<file path="config.mk">
export PLATFORM = sky130hd
export DESIGN_NAME = alu_cmd_issuer_flat
export DESIGN_NICKNAME = d
export VERILOG_FILES = /design/src/rtl/alu_cmd_issuer_pkg.sv /design/src/rtl/alu_cmd_issuer_if.sv /design/src/rtl/alu_cmd_fifo.sv /design/src/rtl/alu_cmd_issuer.sv /design/src/flat_wrapper.sv
export SDC_FILE = /design/constraint.sdc
export NUM_CORES = 1
export LEC_CHECK = 0
export BUFFER_PORTS_ARGS = -buffer_cell sky130_fd_sc_hd__buf_2
export CELL_PAD_IN_SITES_DETAIL_PLACEMENT = 0
export CELL_PAD_IN_SITES_GLOBAL_PLACEMENT = 1
export CORE_UTILIZATION = 49
export CTS_BUF_LIST = sky130_fd_sc_hd__clkbuf_8
export DETAILED_ROUTE_END_ITERATION = 8
export PLACE_DENSITY_LB_ADDON = 0.1
export SETUP_SLACK_MARGIN = 0.4
export SLEW_MARGIN = 20
export SYNTH_ARGS = -nofsm -noshare
export SYNTH_HDL_FRONTEND = slang
export SYNTH_SLANG_ARGS = --single-unit
</file>
<file path="constraint.sdc">
create_clock -name clk -period 3.3 [get_ports clk]
set_input_delay 0 -clock clk [delete_from_list [all_inputs] [get_ports clk]]
set_output_delay 0 -clock clk [all_outputs]
set_load 0.01 [all_outputs]
</file>
<file path="src/rtl/alu_cmd_issuer_pkg.sv">
// alu_cmd_issuer_pkg: shared ALU command types, widths and opcode constants.
package alu_cmd_issuer_pkg;
  localparam int DW = 8;
  localparam int CW = 4;
  localparam logic [CW-1:0] MUL_CMD_A = 4'd9;
  localparam logic [CW-1:0] MUL_CMD_B = 4'd10;
  typedef struct packed {
    logic [1:0]    inp_valid;
    logic          mode;
    logic [CW-1:0] cmd;
    logic [DW-1:0] opa;
    logic [DW-1:0] opb;
    logic          cin;
  } alu_cmd_t;
  typedef enum logic [1:0] {IDLE, ISSUE, WAIT} issue_state_e;
  function automatic logic is_mul(input alu_cmd_t c);
    return c.mode && (c.cmd == MUL_CMD_A || c.cmd == MUL_CMD_B);
  endfunction
endpackage

</file>
<file path="src/rtl/alu_cmd_issuer_if.sv">
// alu_cmd_issuer_if: valid/ready command channel carrying one ALU command word.
interface alu_cmd_issuer_if;
  import alu_cmd_issuer_pkg::*;
  logic     valid;
  logic     ready;
  alu_cmd_t cmd;
  modport master (output valid, cmd, input ready);
  modport slave  (input valid, cmd, output ready);
endinterface

</file>
<file path="src/rtl/alu_cmd_fifo.sv">
// alu_cmd_fifo: DEPTH-entry command FIFO; head word is read out for the issue register.
module alu_cmd_fifo
  import alu_cmd_issuer_pkg::*;
#(
  parameter  int DEPTH = 8,
  localparam int AW    = $clog2(DEPTH),
  localparam int LW    = AW + 1
) (
  input  logic          clk,
  input  logic          rst,
  input  logic          push_i,
  input  logic          pop_i,
  input  alu_cmd_t      wdata_i,
  output alu_cmd_t      rdata_o,
  output logic          full_o,
  output logic          empty_o,
  output logic [LW-1:0] level_o
);
  alu_cmd_t      mem_q [DEPTH];
  logic [AW-1:0] wr_q, rd_q;
  logic [LW-1:0] level_q;
  logic          do_push, do_pop;
  assign full_o  = level_q == LW'(DEPTH);
  assign empty_o = level_q == '0;
  assign do_push = push_i && !full_o;
  assign do_pop  = pop_i && !empty_o;
  assign rdata_o = mem_q[rd_q];
  assign level_o = level_q;
  always_ff @(posedge clk or posedge rst) begin
    if (rst) begin
      wr_q    <= '0;
      rd_q    <= '0;
      level_q <= '0;
    end else begin
      wr_q    <= do_push ? wr_q + AW'(1) : wr_q;
      rd_q    <= do_pop ? rd_q + AW'(1) : rd_q;
      level_q <= level_q + LW'(do_push) - LW'(do_pop);
    end
  end
  always_ff @(posedge clk) begin
    if (do_push) mem_q[wr_q] <= wdata_i;
  end
endmodule

</file>
<file path="src/rtl/alu_cmd_issuer.sv">
// alu_cmd_issuer: buffers ALU commands and issues at most one per enabled cycle,
// stalling after multiplies until the ALU's multi-cycle result is done.
module alu_cmd_issuer
  import alu_cmd_issuer_pkg::*;
#(
  parameter  int DEPTH   = 8,
  parameter  int MUL_LAT = 3,
  localparam int LW      = $clog2(DEPTH) + 1
) (
  input  logic              clk,
  input  logic              rst,
  input  logic              ce_i,
  alu_cmd_issuer_if.slave   in_if,
  output logic [1:0]        inp_valid_o,
  output logic              mode_o,
  output logic [CW-1:0]     cmd_o,
  output logic [DW-1:0]     opa_o,
  output logic [DW-1:0]     opb_o,
  output logic              cin_o,
  output logic              issue_o,
  output logic [LW-1:0]     level_o,
  output logic              busy_o
);
  localparam int CNTW = $clog2(MUL_LAT + 1);
  issue_state_e    state_q, state_d;
  logic [CNTW-1:0] cnt_q, cnt_d;
  alu_cmd_t        pins_q, pins_d, head;
  logic            issue_q, issue_d, pop, full, empty;
  alu_cmd_fifo #(.DEPTH(DEPTH)) u_fifo (
    .clk     (clk),
    .rst     (rst),
    .push_i  (in_if.valid),
    .pop_i   (pop),
    .wdata_i (in_if.cmd),
    .rdata_o (head),
    .full_o  (full),
    .empty_o (empty),
    .level_o (level_o)
  );
  assign in_if.ready = !full;
  assign pop         = ce_i && state_q != WAIT && !empty;
  always_ff @(posedge clk or posedge rst) begin
    if (rst) begin
      state_q <= IDLE;
      cnt_q   <= '0;
      pins_q  <= '0;
      issue_q <= 1'b0;
    end else begin
      state_q <= state_d;
      cnt_q   <= cnt_d;
      pins_q  <= pins_d;
      issue_q <= issue_d;
    end
  end
  // WAIT leaves on the count of 1 so the next pop lands exactly MUL_LAT cycles after the multiply
  always_comb begin
    state_d = state_q;
    cnt_d   = cnt_q;
    if (ce_i) begin
      if (state_q == WAIT) begin
        cnt_d   = cnt_q - CNTW'(1);
        state_d = cnt_q == CNTW'(1) ? IDLE : WAIT;
      end else if (pop && MUL_LAT > 1 && is_mul(head)) begin
        cnt_d   = CNTW'(MUL_LAT - 1);
        state_d = WAIT;
      end else begin
        state_d = pop ? ISSUE : IDLE;
      end
    end
  end
  always_comb begin
    pins_d  = pins_q;
    issue_d = issue_q;
    if (ce_i) begin
      issue_d = pop;
      pins_d  = pop ? head : pins_q;
      if (!pop) pins_d.inp_valid = 2'b00;
    end
  end
  assign {inp_valid_o, mode_o, cmd_o, opa_o, opb_o, cin_o} = pins_q;
  assign issue_o = issue_q;
  assign busy_o  = !empty || state_q == WAIT;
endmodule

</file>
<file path="src/flat_wrapper.sv">
// flat-port wrapper written by rule: the top's interface ports become plain ports
module alu_cmd_issuer_flat import alu_cmd_issuer_pkg::*;
#(
  parameter  int DEPTH   = 8,
  parameter  int MUL_LAT = 3,
  localparam int LW      = $clog2(DEPTH) + 1
)
  (clk, rst, ce_i, inp_valid_o, mode_o, cmd_o, opa_o, opb_o, cin_o, issue_o, level_o, busy_o, in_if_valid, in_if_cmd, in_if_ready);
  alu_cmd_issuer_if in_if_i ();
  input  logic clk;
  input  logic rst;
  input  logic ce_i;
  output logic [1:0] inp_valid_o;
  output logic mode_o;
  output logic [CW-1:0] cmd_o;
  output logic [DW-1:0] opa_o;
  output logic [DW-1:0] opb_o;
  output logic cin_o;
  output logic issue_o;
  output logic [LW-1:0] level_o;
  output logic busy_o;
  input wire logic [$bits(in_if_i.valid)-1:0] in_if_valid;
  input wire logic [$bits(in_if_i.cmd)-1:0] in_if_cmd;
  output wire logic [$bits(in_if_i.ready)-1:0] in_if_ready;
  assign in_if_i.valid = in_if_valid;
  assign in_if_i.cmd = in_if_cmd;
  assign in_if_ready = in_if_i.ready;
  alu_cmd_issuer #(.DEPTH(DEPTH), .MUL_LAT(MUL_LAT)) u_core (.clk(clk), .rst(rst), .ce_i(ce_i), .in_if(in_if_i), .inp_valid_o(inp_valid_o), .mode_o(mode_o), .cmd_o(cmd_o), .opa_o(opa_o), .opb_o(opb_o), .cin_o(cin_o), .issue_o(issue_o), .level_o(level_o), .busy_o(busy_o));
endmodule
</file>
Yosys cells after proc, flatten, opt, wreduce, memory -nomap -nowiden:

Memories as Yosys holds them, arrays and structs flattened.
Cells that the tools add are included.
Widths: inputs -> output; s select.

* bits in registers: 39
* bits in latches: 0
* RAM bits: 192
* bits in read-only memories: 0
* input port bits: 28
* output and inout bits: 31
* memories kept: 1

Memory list
* u_core.u_fifo.mem_q: words 8, bits a word 24, read ports 1, clocked after Yosys merged registers in 0, wr ports 1, line alu_cmd_fifo.sv:19 `alu_cmd_t mem_q [DEPTH];`

* $add $sub $neg: 5
* multipliers: 0
* divide/modulo/power cells: 0
* order comparisons: 0
* eq/ne operators: 6
* shifts and indexed selects: 0
* muxes and demuxes: 9
* bitwise gates (word level): 0
* reductions and logical operators: 14

Operators by type and width (count)
* $eq 4x4->1 const B: 3
* $mux 2: 6
* $add 3x1->3 const B: 2
* $logic_and 1x1->1: 6
* $add 4x1->4: 1
* $logic_not 4->1: 1
* $reduce_and 2->1: 2
* $sub 4x1->4: 1
* $mux 1: 3
* $eq 2x1->1 const B: 1
* $eq 2x2->1 const B: 1
* $logic_not 1->1: 2
* $logic_or 1x1->1: 2
* $ne 2x2->1 const B: 1
* $reduce_bool 2->1: 1
* $sub 2x1->2 const B: 1

Logic depth before layout (Yosys ltp):

Gate-level depths: netlist (run 1).
An unclocked memory read counts as a cell.

* depth after elaboration: 7
* mapped depth: 12

Cells and area by module:

Synthesis (run 1) repeated with hierarchy kept, for this count alone.

* cells, all modules: 418
* area, all modules: 9127.5 µm²

Modules (own cells, without submodules)
* alu_cmd_fifo: instances 1, cells each 337, area each 7850.0 µm²
* alu_cmd_issuer: instances 1, cells each 81, area each 1277.5 µm²

Worst setup path after synthesis (run 1):

OpenSTA, ideal clock, no wires.

* path type: flip-flop to flip-flop
* start: register u_core.u_fifo.level_q[2], in the netlist u_core.u_fifo.level_o[2]
* end: memory u_core.u_fifo.mem_q[0][0] (netlist name) (enable)
* setup time: 0.435 ns
* data arrival time: 2.914 ns
* data required time: 2.865 ns
* path slack: -0.049 ns
* cell stages (with the launch flop): 7
* clock period less this slack: 3.349 ns
* path through: dfrtp_1 -> inv_1 -> ha_1 -> nand2_1 -> nand2_1 -> or2_2 -> nor3_1

* longest elaborated chain between the ends: 5

Ends and longest elaborated chain
* start: declaration: line alu_cmd_fifo.sv:21 `logic [LW-1:0] level_q;`
* start signal: assignment: line alu_cmd_fifo.sv:37 `level_q <= level_q + LW'(do_push) - LW'(do_pop);`
* $eq 4x4->1: line alu_cmd_fifo.sv:23 `assign full_o = level_q == LW'(DEPTH);`
* $logic_not 1->1
* named net in_if_ready: line flat_wrapper.sv:24 `output wire logic [$bits(in_if_i.ready)-1:0] in_if_ready;`
* $logic_and 1x1->1: line alu_cmd_fifo.sv:25 `assign do_push = push_i && !full_o;`
* $mux 1: line alu_cmd_fifo.sv:41 `if (do_push) mem_q[wr_q] <= wdata_i;`
* $mux 1 (implied by the code): line alu_cmd_fifo.sv:41
* end: declaration: line alu_cmd_fifo.sv:19

The timed path passes the listed nets, and every way through them passes these cells.

Worst setup path after layout (run 1):

* start: register u_core.u_fifo.rd_q[0]
* end: register u_core.cnt_q[0]

* longest elaborated chain between the ends: 7
* elaborated cells between the ends (all ways): 8
* those cells by class: eq/ne: 2; reduce/logical: 5; memory: 1

Ends and longest elaborated chain
* start: declaration: line alu_cmd_fifo.sv:20 `logic [AW-1:0] wr_q, rd_q;`
* start signal: assignment: line alu_cmd_fifo.sv:36 `rd_q <= do_pop ? rd_q + AW'(1) : rd_q;`
* $mem_v2 8x24 (*)
* $eq 4x4->1: line alu_cmd_issuer_pkg.sv:17 `return c.mode && (c.cmd == MUL_CMD_A || c.cmd == MUL_CMD_B);`
* $logic_or 1x1->1: line alu_cmd_issuer_pkg.sv:17
* $logic_and 1x1->1 (*): line alu_cmd_issuer_pkg.sv:17
* $logic_and 1x1->1 (*): line alu_cmd_issuer.sv:63 `end else if (pop && MUL_LAT > 1 && is_mul(head)) begin`
* $reduce_bool 2->1 (no line) (*)
* $reduce_and 2->1 (no line) (*)
* end signal: assignment: line alu_cmd_issuer.sv:50 `cnt_q <= cnt_d;`
* end: declaration: line alu_cmd_issuer.sv:26 `logic [CNTW-1:0] cnt_q, cnt_d;`

Mark *: on every way between the ends. The rest lies on a longest branch, timed or not.
A chain may end at the register's enable or synchronous reset.

==> flow_summary.toml, run 1 <==
[status]
status = "finished, final reports clean"

[global_routing]
grt_pass1_wl_mm = 26.1
grt_use_total_pct = 19.3
grt.overflow.total = 0
antenna_found_initial = 0
first_global_vias = 4764
grt_max_degree = 47

[layout]
diodes = 0
n_fill_cell = 1273
final_layout_size_suffix_gt1_share_pct = 32.2
multiInputGateArea_mm2 = 0.00201
regArea_mm2 = 0.00674
syn_to_final_growth_pct = 19.3
final_util_pct = 60.5
stdcell_count = 822
nets = 604

[clocking]
cts_tree = "done"
clk_pin_slew_worst_paths_ns = 0.06
cts_hold_buf = 27
cts.sinks = 231
ctsResizeCount = 0
post-cts-setup-buffers = 0
htreeDepth = 2
cts_made_buffers = 39
cts.path.max_buffers = 3
clk_latency_ns = 0.52
clockRootBuffer = "clkbuf_8"

[yosys]
synth-seq-cells = 231
ys.flop_type = "edfxtp_1"
syn_inst = 442
ys_seq_area_share_pct = 76.0
synth_edf_count = 192
synth_fp_nets = 480
async_flop_share_pct = 16.9
synth_area_mm2 = 0.00887
syn_area_per_cell_um2 = 20.1
synth_warnings = 0
synth_cell_types = 36

[setup_path]
path_cells = "mux4_2 -> mux2_4 -> nor4b_4 -> nand2_1 -> a21o_1"
crit_fanout = 20
crit_path_max_incr_delay_ns = 0.78
slowest_stage = "dfrtp_2"
start_kind = "flip-flop"
worstPathArrival_ns = 2.74
worstPathRequired_ns = 3.70
end_kind = "flip-flop"
crit_type = "reg2reg"

[timing]
fmax_mhz = 428
finalSetupViolations = 0
maxSlewViolCount = 0
hold_violations = 0
rsz0062_at_grt = "no"
fin_worst_skew_ns = 0.0145
fin_crit_ns = 2.33
fin_crit_sh_pct = 70.7
setup-tns-final_ns = 0
relSlewSlack_pct = 46.7
worst_slew_pin_slew_ns = 0.799

[place]
place_congestion = 0.700
dp_cells = 723
hpwl_mm = 9.40
io_buffers = 58

[floorplanning]
dieWidth_um = 137
rows = 48
start_util_pct = 50.7
die_h_um = 137
dieArea_mm2 = 0.0186
core_region_area_mm2 = 0.0175
io_pins = 59

[drt]
vias = 4418
vias_per_cell = 5.37
firstDrtPassIters = 4
drc = 0
ant_nets = 0
drt_iter0_drc = 225
wl_per_cell_um = 20.1
wl_mm = 16.5

[power]
p_leak_nw = 3.90
ir_drop_mv = 0.403
powerDensity_mw_per_mm2 = 859

[job]
drv_cap = 0

[worst_hold_path]
min_path_type = "in2async"
[synthesized netlist by cell type (2+ instances only)]
library cell  instances  area [um^2]
o21ai_1              21          105
buf_2                 4         20.0
clkbuf_1             11         41.3
a31oi_1               2         12.5
o22ai_1               3         18.8
nand2_1              33          124
a21o_1                2         15.0
xor2_1                2         17.5
nor3_1                2         10.0
nand2b_1              3         18.8
nand3_1               3         15.0
mux4_2               48         1080
ha_1                  9          113
nor2_1               10         37.5
mux2i_1              22          220
dfrtp_1              39          976
mux2_2                3         33.8
xnor2_1               4         35.0
inv_1                13         48.8
edfxtp_1            192         5770
[through the flow]
stage	hold WS (ns)	cell area, um^2	setup WS, ns	total power, mW
after global placement	0.260	9560	0.946	6.76
after CTS	0.249	10600	0.930	9.25
final	0.163	10600	0.965	9.09
after global routing	0.241	10600	0.750	9.63
after floorplan	0.0906	8880	0.598	5.96
after detailed placement	0.272	9560	0.938	6.82
[cells in the final DEF (no fill, tap or decap), types with 2 or more instances in the layout]
master	instances
o21ai_1	21
mux4_2	48
xor2_1	2
buf_2	58
a21o_1	2
clkbuf_8	44
nor2_1	4
nand2_1	33
dlygate4sd3_1	27
nor2_2	6
buf_4	13
clkinv_1	4
edfxtp_1	192
clkinv_2	3
nand3_1	3
dfrtp_2	2
a31oi_1	2
dfrtp_1	37
o22ai_1	3
mux2i_1	22
nand2b_1	2
mux2_2	3
xnor2_1	4
nor3_4	2
inv_1	31
buf_12	4
ha_1	9
[state kept, by name, indices dropped and copies added (netlist names)]
name and count:
u_core.mode_o 1, u_core.u_fifo.level_o 4, u_core.inp_valid_o 2, u_core.u_fifo.rd_q 3
u_core.cmd_o 4, u_core.opa_o 8, u_core.cin_o 1, u_core.opb_o 8
u_core.issue_o 1, u_core.state_q 2, u_core.u_fifo.mem_q 192, u_core.cnt_q 2
u_core.u_fifo.wr_q 3
[area by class of cell]
cell class / count / share of cell area [%]
Sequential cell: 231 / 63.7
Multi-Input combinational cell: 178 / 19.0
Timing Repair Buffer: 102 / 6.98
Clock buffer: 44 / 5.72
Tap cell: 225 / 2.66
Clock inverter: 28 / 1.35
Inverter: 14 / 0.509
[per-layer routing]
layer / part of all wire, % / track usage, %
met1: 44 / 25.5
met2: 50 / 32.3
met3: 4.0 / 4.19
met4: 1.4 / 5.68
met5: 0 / 0
[final timing paths]
kind                                             from                    endpoint  slack (ns)  cells past startpoint
max in group asynchronous                         rst       u_core.u_fifo.rd_q[0]        2.62                      3
worst max-delay path            u_core.u_fifo.rd_q[0]             u_core.cnt_q[0]        0.97                      5
worst min register to register        u_core.opb_o[0]             u_core.opb_o[0]        0.48                      2
worst min-delay path                              rst              u_core.issue_o        0.16                      3
worst max register to register  u_core.u_fifo.rd_q[0]             u_core.cnt_q[0]        0.97                      5
min in group clk                        in_if_cmd[18]  u_core.u_fifo.mem_q[7][18]        0.29                      2
[cells by family (layout without fill, tap and decap cells)]
family,after synthesis,in the layout,share of synthesized area [%]
xor+xnor,6,6,0.593
fa+ha+maj,10,10,1.50
compound gates,31,31,1.96
buf+inv,33,188,1.71
mux,75,75,15.4
simple gates,56,56,2.86
flops,231,231,76.0
[power by group]
group          total (mW)  internal [mW]  leakage [nW]  switching (mW)
sequential           4.15           3.78          2.21           0.369
clock                2.38           1.30         0.450            1.08
combinational        2.57           1.27          1.24            1.30
total                9.09           6.35          3.90            2.74
[critical path: cells and delay by family (launching register included)]
kind	cells	cell delay [ns]
compound gates	1	0.17
simple gates	2	0.39
flops	1	0.78
mux	2	0.88
Note: power is estimated with default switching activity, not from simulation.
==> inputs of run 2 (changes only) <==
==> constraint.sdc (replaced) <==
create_clock -name clk -period 2 [get_ports clk]
set_input_delay 0 -clock clk [delete_from_list [all_inputs] [get_ports clk]]
set_output_delay 0 -clock clk [all_outputs]
set_load 0.01 [all_outputs]
==> run 2 against run 1 <==
Effect of this change:
- the flow now finishes with violations (negative setup slack)
- flip-flop and latch count is the same
- largest power group is now combinational logic
- highest routed layer unchanged
- cell count grew 8.2%
- sequential share of layout area shrank 7.1 points
- power grew 93%
==> flow_summary.toml, run 2 (synthesis results as in run 1) <==
[status]
status = "finished, violations left"
violations = "negative setup slack"

[setup_path]
cp-startpoint = "u_core.u_fifo.rd_q[0]"
crit_type = "reg2reg"
timing.rr.start = "u_core.u_fifo.rd_q[0]"
r2r-end = "u_core.cnt_q[0]"
worstPathArrival_ns = 2.46
crit_fanout = 5
end_kind = "flip-flop"
ff2ff_setup_slack_ns = -0.05
start_kind = "flip-flop"
r2r_cells = 6
worstPathRequired_ns = 2.41
cp-endpoint = "u_core.cnt_q[0]"

[job]
drv_cap = 0

[timing]
timing.final.ws_setup_ns = -0.0465
maxSlewViolCount = 0
fin_worst_skew_ns = 0.0161
relSlewSlack_pct = 59.9
hold_violations = 0
fmax_mhz = 489
worst_slew_pin_slew_ns = 0.602
fin_crit_sh_pct = 102
finalSetupViolations = 3
fin_crit_ns = 2.05
rsz0062_at_grt = "yes"

[drt]
wl_per_cell_um = 22.0
wl_mm = 19.5
met3_length_um = 937
vias = 4761
wl_met2_mm = 9.61
ant_nets = 0
vias_per_cell = 5.36
drc = 0
drt-met1-wl_mm = 8.63
highest_layer = "met4"
firstDrtPassIters = 5
drt_iter0_drc = 334

[layout]
layout.cells.most_common = "edfxtp_1"
n_fill_cell = 1161
stdcell_count = 889
largest_reg_flops = 192
most-common-layout-cells = "192 x edfxtp_1, 57 x buf_2, 48 x mux4_2"
final_layout_size_suffix_gt1_share_pct = 42.9
nets = 673
diodes = 0
top_register = "u_core.u_fifo.mem_q"
syn_to_final_growth_pct = 34.4

[global_routing]
grt.overflow.total = 0
antenna_found_initial = 0
grt_use_total_pct = 21.8
grt_pass1_wl_mm = 28.7
first_global_vias = 4934
grt_max_degree = 47

[clocking]
clockRootBuffer = "clkbuf_8"
cts.path.max_buffers = 3
clk_pin_slew_worst_paths_ns = 0.06
cts_made_buffers = 38
htreeDepth = 2
cts.sinks = 231
cts_tree = "done"
clk_latency_ns = 0.52

[floorplanning]
rows = 48
io_pins = 59
die_h_um = 137
dieWidth_um = 137
dieArea_mm2 = 0.0186
core_region_area_mm2 = 0.0175
start_util_pct = 50.7

[power]
powerDensity_mw_per_mm2 = 1470
p_leak_nw = 4.45
power_mw = 17.5
ir_drop_mv = 0.812

[place]
io_buffers = 58
place_congestion = 0.734
dp_cells = 745
hpwl_mm = 10.1

[worst_hold_path]
min_path_type = "in2async"
[run 2: cell count changes in the layout (fill, tap and decap cells not counted), sizes merged]
cell / previous run / this run
clkinv: 7 / 15
bufinv: 1 / 2
clkinvlp: 1 / 0
clkbuf: 44 / 46
buf: 75 / 141
inv: 33 / 24
[run 2: through the flow]
stage	cell area [um^2]	util, %	setup slack, ns	hold slack, ns	setup TNS (ns)
2_1_floorplan	9070	-	-0.216	0.0906	-9.40
3_3_place_gp	9960	57.0	-0.0332	0.197	-0.0832
3_5_place_dp	9960	57.0	-0.0574	0.201	-0.200
4_1_cts	11600	66.3	-0.0329	0.184	-0.225
5_1_grt	11900	68.2	-0.139	0.244	-0.648
6_report	11900	68.2	-0.0465	0.174	-0.126
[run 2: report_power, final]
part / switching [mW] / total [mW] / leakage, nW / internal [mW]
sequential: 0.475 / 6.72 / 2.21 / 6.25
clock: 1.80 / 3.98 / 0.422 / 2.19
combinational: 3.01 / 6.80 / 1.82 / 3.79
total: 5.28 / 17.5 / 4.45 / 12.2
[run 2: how the worst min path moves through the flow]
stage,endpoint,depth (start not counted)
2_1_floorplan,u_core.issue_o,1
3_3_place_gp,u_core.u_fifo.wr_q[0],3
3_5_place_dp,u_core.u_fifo.wr_q[1],3
4_1_cts,u_core.u_fifo.level_o[1],4
5_1_grt,u_core.u_fifo.level_o[1],4
6_report,u_core.u_fifo.level_o[1],4
[run 2: area by class of cell]
type	count	area (um^2)	share of cell area [%]
well taps	225	282	2.36
multi-input cells	178	2210	18.5
repair buffers	172	1890	15.8
flip-flops and latches	231	6750	56.6
clock buffers	42	578	4.85
clock inverters	27	160	1.34
inverters	14	57.6	0.483
[run 2: timing repair]
item	4_1_cts	5_1_grt
hold buffers	27	0
gates resized for setup	41	33
setup endpoints to repair	227	228
hold endpoints to repair	240	0
setup buffers	20	16
pin swaps	3	16
cloned	8	4
[run 2: metal layers]
layer | global-route usage [%] | vias to the layer above
met2 | 34.8 | 129
met4 | 7.90 | 0
li1 | - | 2148
met3 | 4.00 | 24
met1 | 30.4 | 2460
met5 | 0 | -
[run 2: worst max-delay path, cell delays in order (launching register included)]
cell and delay [ns]:
dfrtp_4 0.51, buf_12 0.15, mux4_2 0.42, mux2_4 0.31, nor4b_4 0.28, nand2_1 0.11
a21o_1 0.16
==> inputs of run 3 (changes only) <==
--- a/config.mk
+++ b/config.mk
@@ -12,7 +12,7 @@
 export CTS_BUF_LIST = sky130_fd_sc_hd__clkbuf_8
 export DETAILED_ROUTE_END_ITERATION = 8
 export PLACE_DENSITY_LB_ADDON = 0.1
-export SETUP_SLACK_MARGIN = 0.4
+export SETUP_SLACK_MARGIN = 0.05
 export SLEW_MARGIN = 20
 export SYNTH_ARGS = -nofsm -noshare
 export SYNTH_HDL_FRONTEND = slang
==> run 3 against run 2 <==
Effect of this change:
- the flow still finishes with violations (negative setup slack)
- non-clock buffer count fell by 28
- routed wire length fell by 5.3%
- flip-flop and latch count did not move
- critical path type unchanged
==> flow_summary.toml, run 3 (synthesis results as in run 1) <==
[status]
status = "finished, violations left"
violations = "negative setup slack"

[power]
clock_power_share_pct = 23.8
power_mw = 16.2
powerDensity_mw_per_mm2 = 1430
netSwitchingFraction_pct = 30.5
intPower_mw = 11.3
p_leak_nw = 4.17
combPwrFrac_pct = 34.8
pwr-share-seq_pct = 41.4
ir_drop_mv = 0.744
p_sw_mw = 4.94

[global_routing]
grt_use_total_pct = 20.6
antenna_found_initial = 0
grt_pass1_wl_mm = 27.4
grt_max_degree = 47
grt.overflow.total = 0
first_global_vias = 4699

[setup_path]
crit_type = "reg2reg"
end_kind = "flip-flop"
worstPathRequired_ns = 2.42
timing.rr.start = "u_core.u_fifo.level_o[2]"
r2r_cells = 11
crit_fanout = 2
cp-startpoint = "u_core.u_fifo.level_o[2]"
start_kind = "flip-flop"
worstPathArrival_ns = 2.44

[timing]
relSlewSlack_pct = 61.6
maxSlewViolCount = 0
fin_worst_skew_ns = 0.0198
setup-tns-final_ns = -0.0623
rsz0062_at_grt = "yes"
fin_crit_sh_pct = 101
fmax_mhz = 494
worst_slew_pin_slew_ns = 0.575
finalSetupViolations = 3
fin_crit_ns = 2.03
timing.final.ws_setup_ns = -0.0262
hold_violations = 0

[drt]
wl_mm = 18.5
drc = 0
ant_nets = 0
drt_iter0_drc = 312
firstDrtPassIters = 4
wl_per_cell_um = 21.5
vias = 4584
vias_per_cell = 5.33

[layout]
stdcell_count = 860
top_register = "u_core.u_fifo.mem_q"
syn_to_final_growth_pct = 27.4
final_layout_size_suffix_gt1_share_pct = 40.3
diodes = 0
layout.cells.most_common = "edfxtp_1"
nets = 645
most-common-layout-cells = "192 x edfxtp_1, 58 x buf_2, 48 x mux4_2"
n_fill_cell = 1238
largest_reg_flops = 192

[clocking]
clockRootBuffer = "clkbuf_8"
htreeDepth = 2
cts_tree = "done"
clk_pin_slew_worst_paths_ns = 0.06
cts_made_buffers = 38
cts.sinks = 231
clk_latency_ns = 0.52
cts.path.max_buffers = 3

[floorplanning]
io_pins = 59
rows = 48
dieWidth_um = 137
start_util_pct = 50.7
die_h_um = 137
dieArea_mm2 = 0.0186
core_region_area_mm2 = 0.0175

[place]
dp_cells = 746
hpwl_mm = 10.3
io_buffers = 58
place_congestion = 0.680

[worst_hold_path]
hold_path.startpoint = "in_if_cmd[14]"
min_path_type = "in2reg"
hold_depth = 2

[job]
drv_cap = 0
## run 3: cell types whose count changed in the layout (fill, tap and decap cells not counted), moves of 4 or more
cell,change
clkbuf_8,+4
buf_12,-8
buf_6,-13
buf_16,-9
## run 3: final timing paths
kind,slack [ns],to
min reg2reg,0.48,u_core.opb_o[7]
min in group asynchronous,0.54,u_core.cin_o
max in group asynchronous,0.68,u_core.u_fifo.rd_q[1]
max reg2reg,-0.03,u_core.u_fifo.level_o[1]
max,-0.03,u_core.u_fifo.level_o[1]
min,0.28,u_core.u_fifo.mem_q[4][14]
## run 3: area by class of cell
| cell class | instances | area, um^2 | area share (%) |
|---|---|---|---|
| flip-flops and latches | 231 | 6750 | 59.7 |
| multi-input cells | 178 | 2170 | 19.2 |
| repair buffers | 144 | 1320 | 11.6 |
| clock buffers | 46 | 633 | 5.61 |
| well taps | 225 | 282 | 2.49 |
| clock inverters | 22 | 88.8 | 0.787 |
| inverters | 14 | 60.1 | 0.532 |
## run 3: worst max-delay path, stage by stage, from the launching register on
cell      delay [ns]
dfrtp_1         0.36
inv_2           0.06
ha_4            0.16
a21bo_4         0.21
nand2b_4        0.15
clkinv_4        0.06
ha_4            0.18
inv_2           0.05
ha_4            0.12
inv_2           0.03
fa_2            0.52
inv_2           0.03
## run 3: per-stage QoR
| step | setup slack [ns] | hold slack [ns] | area [um^2] | util, % |
|---|---|---|---|---|
| after floorplan | -0.216 | 0.0906 | 9020 | - |
| after global placement | -0.0684 | -0.0367 | 9930 | 56.8 |
| after detailed placement | -0.102 | -0.0319 | 9930 | 56.8 |
| after CTS | -0.0401 | 0.253 | 11100 | 63.5 |
| after global routing | -0.109 | 0.283 | 11300 | 64.6 |
| final | -0.0262 | 0.282 | 11300 | 64.6 |
## run 3: timing repair
action                                  4_1_cts  5_1_grt
resized for setup                            13       14
hold buffers                                 28        0
cloned                                        1        4
endpoints found under the hold margin       241        0
setup buffers                                 8        5
pin swaps                                     6        4
endpoints found under the setup margin       46      157
## run 3: power groups by stage
stage	Sequential, mW	Combinational (mW)	Clock (mW)
6_report	6.71	5.64	3.85
5_1_grt	6.81	6.11	4.16
4_1_cts	6.72	5.48	3.94
3_5_place_dp	6.84	5.07	0
3_3_place_gp	6.80	4.98	0
2_1_floorplan	6.78	3.26	0
## run 3: routing by layer
metal	up-vias	part of all wire [%]	GRT usage [%]
li1	2084	-	-
met1	2320	42	28.9
met2	154	49	33.1
met3	26	7.7	4.30
met4	0	1.4	5.68
met5	-	0	0
